$ cat src/rtl/beta_mem_sequencer.sv
// Beta-style instruction sequencer: fetch / execute / memory / commit with a bus-timeout halt.
// Optional interrupt-take logic is compiled in with `define BETA_SEQ_IRQ_EN.
module beta_mem_sequencer #(
    parameter int TIMEOUT_CYC = 16
) (
    input  logic        clk,
    input  logic        reset,
    input  logic        irq,
    input  logic        moe,
    input  logic        mwr,
    input  logic [31:0] inst_addr,
    input  logic [31:0] data_addr,
    input  logic [31:0] wdata,
    output logic        mem_req,
    output logic        mem_we,
    output logic [31:0] mem_addr,
    output logic [31:0] mem_wdata,
    input  logic        mem_ack,
    input  logic [31:0] mem_rdata,
    output logic [31:0] inst,
    output logic [31:0] ldata,
    output logic        pc_en,
    output logic        rf_we_en,
    output logic        irq_take,
    output logic        bus_err,
    output logic        halted
);
    localparam int CW = $clog2(TIMEOUT_CYC + 1);

    typedef enum logic [2:0] {
        FETCH  = 3'd0,
        EXEC   = 3'd1,
        MEM    = 3'd2,
        COMMIT = 3'd3,
        HALT   = 3'd4
    } state_t;

    state_t        state_r;
    state_t        state_s;
    logic [CW-1:0] tmo_r;
    logic [31:0]   addr_r;
    logic [31:0]   wdata_r;
    logic          we_r;
    logic [31:0]   inst_r;
    logic [31:0]   ldata_r;
    logic          req_phase_s;
    logic          first_s;
    logic          wait_s;
    logic          tmo_hit_s;
    logic          stall_s;
    logic [31:0]   addr_s;
    logic [31:0]   wdata_s;
    logic          we_s;

`ifdef BETA_SEQ_IRQ_EN
    logic irq_pend_r;
    logic irq_take_r;
    logic take_s;

    // The interrupt-take cycle sits in FETCH with the request held off.
    assign take_s   = (state_r == COMMIT) && (irq_pend_r || irq);
    assign stall_s  = irq_take_r;
    assign irq_take = irq_take_r && !reset;

    // Pending-interrupt latch and one-cycle take strobe.
    always_ff @(posedge clk) begin
        if (reset) begin
            irq_pend_r <= 1'b0;
            irq_take_r <= 1'b0;
        end else begin
            irq_take_r <= take_s;
            irq_pend_r <= take_s ? 1'b0 : (irq_pend_r || irq);
        end
    end
`else
    logic irq_unused_s;

    assign irq_unused_s = irq;
    assign stall_s      = 1'b0;
    assign irq_take     = 1'b0;
`endif

    // Request phase, timeout detection and request-field hold (first cycle passes inputs through).
    always_comb begin
        req_phase_s = 1'b0;
        addr_s      = addr_r;
        we_s        = we_r;
        wdata_s     = wdata_r;
        if (((state_r == FETCH) && !stall_s) || (state_r == MEM)) begin
            req_phase_s = 1'b1;
        end else begin
            req_phase_s = 1'b0;
        end
        first_s = (tmo_r == CW'(0));
        if (first_s) begin
            if (state_r == MEM) begin
                addr_s = data_addr;
                we_s   = mwr;
            end else begin
                addr_s = inst_addr;
                we_s   = 1'b0;
            end
            wdata_s = wdata;
        end else begin
            addr_s  = addr_r;
            we_s    = we_r;
            wdata_s = wdata_r;
        end
        wait_s    = req_phase_s && !mem_ack;
        tmo_hit_s = wait_s && (tmo_r == CW'(TIMEOUT_CYC - 1));
    end

    // Next-state logic; an ack in the timeout cycle takes priority over the timeout.
    always_comb begin
        state_s = state_r;
        case (state_r)
            FETCH: begin
                if (req_phase_s && mem_ack) begin
                    state_s = EXEC;
                end else if (tmo_hit_s) begin
                    state_s = HALT;
                end else begin
                    state_s = FETCH;
                end
            end
            EXEC: begin
                if (moe || mwr) begin
                    state_s = MEM;
                end else begin
                    state_s = COMMIT;
                end
            end
            MEM: begin
                if (mem_ack) begin
                    state_s = COMMIT;
                end else if (tmo_hit_s) begin
                    state_s = HALT;
                end else begin
                    state_s = MEM;
                end
            end
            COMMIT:  state_s = FETCH;
            HALT:    state_s = HALT;
            default: state_s = FETCH;
        endcase
    end

    // Output decode, forced quiet while reset is high so an abandoned request drops at once.
    always_comb begin
        mem_req   = req_phase_s && !reset;
        mem_we    = we_s && req_phase_s && !reset;
        mem_addr  = addr_s;
        mem_wdata = wdata_s;
        pc_en     = (state_r == COMMIT) && !reset;
        rf_we_en  = (state_r == COMMIT) && !reset;
        bus_err   = tmo_hit_s && !reset;
        halted    = (state_r == HALT) && !reset;
    end

    assign inst  = inst_r;
    assign ldata = ldata_r;

    // State, timeout counter, held request fields and capture registers.
    always_ff @(posedge clk) begin
        if (reset) begin
            state_r <= FETCH;
            tmo_r   <= CW'(0);
            addr_r  <= 32'd0;
            we_r    <= 1'b0;
            wdata_r <= 32'd0;
            inst_r  <= 32'd0;
            ldata_r <= 32'd0;
        end else begin
            state_r <= state_s;
            tmo_r   <= wait_s ? (tmo_r + CW'(1)) : CW'(0);
            if (req_phase_s && first_s) begin
                addr_r  <= addr_s;
                we_r    <= we_s;
                wdata_r <= wdata_s;
            end
            if ((state_r == FETCH) && req_phase_s && mem_ack) begin
                inst_r <= mem_rdata;
            end
            if ((state_r == MEM) && mem_ack && moe) begin
                ldata_r <= mem_rdata;
            end
        end
    end
endmodule

$ cat config.mk
export PLATFORM = sky130hd
export DESIGN_NAME = beta_mem_sequencer
export DESIGN_NICKNAME = d
export VERILOG_FILES = /design/src/rtl/beta_mem_sequencer.sv
export SDC_FILE = /design/constraint.sdc
export NUM_CORES = 1
export LEC_CHECK = 0
export CAP_MARGIN = 20
export CORE_MARGIN = 2
export CORE_UTILIZATION = 48
export CTS_CLUSTER_DIAMETER = 60
export CTS_CLUSTER_SIZE = 30
export DETAILED_ROUTE_END_ITERATION = 7
export GPL_TIMING_DRIVEN = 0
export PLACE_DENSITY_LB_ADDON = 0.12
export SLEW_MARGIN = 5
export SYNTH_ARGS = -nofsm -noshare
export SYNTH_HDL_FRONTEND = slang
export SYNTH_SLANG_ARGS = --single-unit
$ cat constraint.sdc
create_clock -name clk -period 5.6 [get_ports clk]
set_input_delay 1.12 -clock clk [delete_from_list [all_inputs] [get_ports clk]]
set_output_delay 1.12 -clock clk [all_outputs]
set_load 0.01 [all_outputs]
==> results.yml <==
setup_path:
  slowest_delay_ps: 560
  path_cells: "clkbuf_1 -> clkbuf_1 -> clkbuf_1 -> nor3_1 -> buf_4 -> clkdlybuf4s50_1"
  crit_type: "input pin to output pin"
  crit_required_ps: 4480
  cpMostUsedCell: "clkbuf_1"
  rr_startpoint: "tmo_r[0]"
  worst_setup_path_start_kind: "input pin"
  timing.rr.end: "addr_r[17]"
  arrival_ps: 3290
  rrSetupSlack_ps: 3680
  endpoint_kind: "output pin"
  cpMaxStageDelayCell: "clkbuf_1"
  rr_worst_depth: 6
  critical_path_peak_fanout: 10
finish:
  antennaDiodeCount: 0
  fill_cells: 1119
  finalCoreUtilization_pct: 74.1
  fin_cells: 1385
  final_cell_mix: "clkdlybuf4s50_1, nand2_1, a21oi_1, dfxtp_1, nand2b_1"
  final_common_cell: "clkdlybuf4s50_1"
  drive_gt1_share_pct: 9.21
  final_area_um2: 10300
  fin_nets: 1330
  area_growth_pct: 51.2
clock_tree:
  numCtsBuffers: 17
  clk_latency_ps: 420
  cts_tree: "built"
  htreeDepth: 4
  path_clk_slew_ps: 60
  cts_resized: 0
  cts_hold_buf: 0
  clockRootBuffer: "clkbuf_16"
  cts.sink_count: 137
  post-cts-setup-buffers: 0
  cts_buffer_depth: 2
placed_design:
  io_buffers: 265
  placed_area_um2: 9680
  routabilityCongestion: 0.847
  dp_hpwl_um: 16100
  dpl.cell_count: 1354
  preCtsSetupSlack_ps: 1220
drt:
  routed-via-count: 7589
  first_iter_violations: 516
  dr.pass1.iters: 5
  drt-total-wl_um: 22100
  avgRoutedWirePerCell_um: 16.0
  via_per_inst: 5.48
  postRouteAntennaNets: 0
  drc: 0
synthesis:
  ys_types: 37
  ys_warn_count: 0
  syn_area_um2: 6800
  synthCells: 909
  syn_nets: 1046
  syn_avg_cell_area_um2: 7.49
  synth.top_cell.area_share_pct: 40.3
  synthTopCellsByArea: "dfxtp_1, a21oi_1, nand2_1"
  yosysTopAreaCell: "dfxtp_1"
  yosysSeqAreaShare_pct: 40.3
  synth_seq_cells: 137
grt:
  grt_pass1_vias: 7162
  grtUsageTotal_pct: 29.0
  grt_pass1_wl_um: 34800
  grt_max_degree: 17
  grt_overflow_total: 0
  antenna_found_initial: 0
timing:
  min_period_ps: 4410
  slew_violations: 0
  hold_viol_final: 0
  whs_ps: 452
  worstMarginPinSlew_ps: 658
  fin_crit_sh_pct: 78.8
  tns_ps: 0
  rsz0062_at_grt: "no"
  slew_headroom_pct: 56.1
  fmax_mhz: 227
  setup_ws_ps: 1190
  setup_viol: 0
  fin_worst_skew_ps: 8.62
power:
  ir_worst_vdd_mv: 0.205
  switchingPower_uw: 803
  seqPwrFrac_pct: 37.1
  p_leak_nw: 4.23
  power.total_mw: 2.88
  switching_share_pct: 27.9
  combPwrFrac_pct: 23.0
  p_int_mw: 2.08
  power_density_nw_per_um2: 280
  p_clk_share_pct: 39.9
floorplan:
  core_area_um2: 13900
  row_count: 43
  ios: 269
  die-area_um2: 15100
  initial_core_util_pct: 49.0
  die_w_um: 123
  chipHeight_um: 123
flow_run:
  max-cap-violations: 0
hold_path:
  holdPathStages: 2
  hold_start: "inst[14]"
  min_to: "inst[14]"
  hp-class: "flip-flop to flip-flop"
outcome:
  outcome: "finished, final reports clean"
kinds of logic (layout without fill, tap and decap cells):
logic type	count (synthesis)	after routing	synth area share, %
AOI/OAI and AO/OA	260	260	21.0
other	1	1	0.0551
and+or+nand+nor	381	381	26.4
DFF	137	137	40.3
xor gates and xnor gates	2	2	0.257
muxes	33	33	4.85
adders and majority gates	3	3	0.552
buffers and inverters	92	388	6.51
per-layer routing:
| metal | track usage, % | wire [um] | up-vias |
|---|---|---|---|
| met5 | 0 | 0 | - |
| met2 | 47.2 | 10400 | 319 |
| met4 | 10.7 | 669 | 0 |
| met3 | 9.69 | 2050 | 46 |
| li1 | - | - | 3671 |
| met1 | 35.8 | 9040 | 3553 |
worst max-delay path, delay by kind of cell:
family                 cells  cell delay, ps
buffers and inverters      5            1990
AND/OR/NAND/NOR            1             180
flip-flops by register name, indices dropped and copies added, names as in the netlist:
signal   count
tmo_r        5
inst        32
addr_r      32
state_r      3
we_r         1
wdata_r     32
ldata       32
cell type report:
class | count | area, um^2 | area share (%)
multi-input cells | 680 | 3620 | 35.2
flip-flops and latches | 137 | 2740 | 26.7
repair buffers | 265 | 2650 | 25.8
clock buffers | 20 | 467 | 4.54
plain buffers | 88 | 428 | 4.16
well taps | 180 | 225 | 2.19
clock inverters | 11 | 136 | 1.33
inverters | 4 | 15.0 | 0.146
synth_stat cells (all sizes together):
cell and instances:
conb 1, nand3b 1, a211oi 1, or3 1, ha 3, nor3b 1, clkbuf 42, o21ai 64
xnor2 1, o32a 1, dfxtp 137, nand4 2, nor3 3, nor2 38, o2111ai 31, or4b 2
a311oi 1, or2 33, xor2 1, buf 46, mux2i 33, inv 4, nand2b 66, or3b 1
a21oi 161, nor4b 3, a21boi 1, and3 2, nand3 34, nand2 194
worst max path at each step:
stage               end  cells after the start  startpoint
3_3_place_gp   rf_we_en                      6       reset
4_1_cts        rf_we_en                      6       reset
3_5_place_dp   rf_we_en                      6       reset
2_1_floorplan  rf_we_en                      5       reset
5_1_grt        rf_we_en                      6       reset
6_report       rf_we_en                      6       reset
power by group through the flow:
stage | Sequential (mW) | Clock, mW | Combinational (mW)
final | 1.07 | 1.15 | 0.663
after CTS | 1.07 | 1.16 | 0.662
after floorplan | 1.09 | 0 | 0.313
after global placement | 1.09 | 0 | 0.652
after global routing | 1.07 | 1.21 | 0.723
after detailed placement | 1.09 | 0 | 0.657
Note: power is estimated with default switching activity, not from simulation.
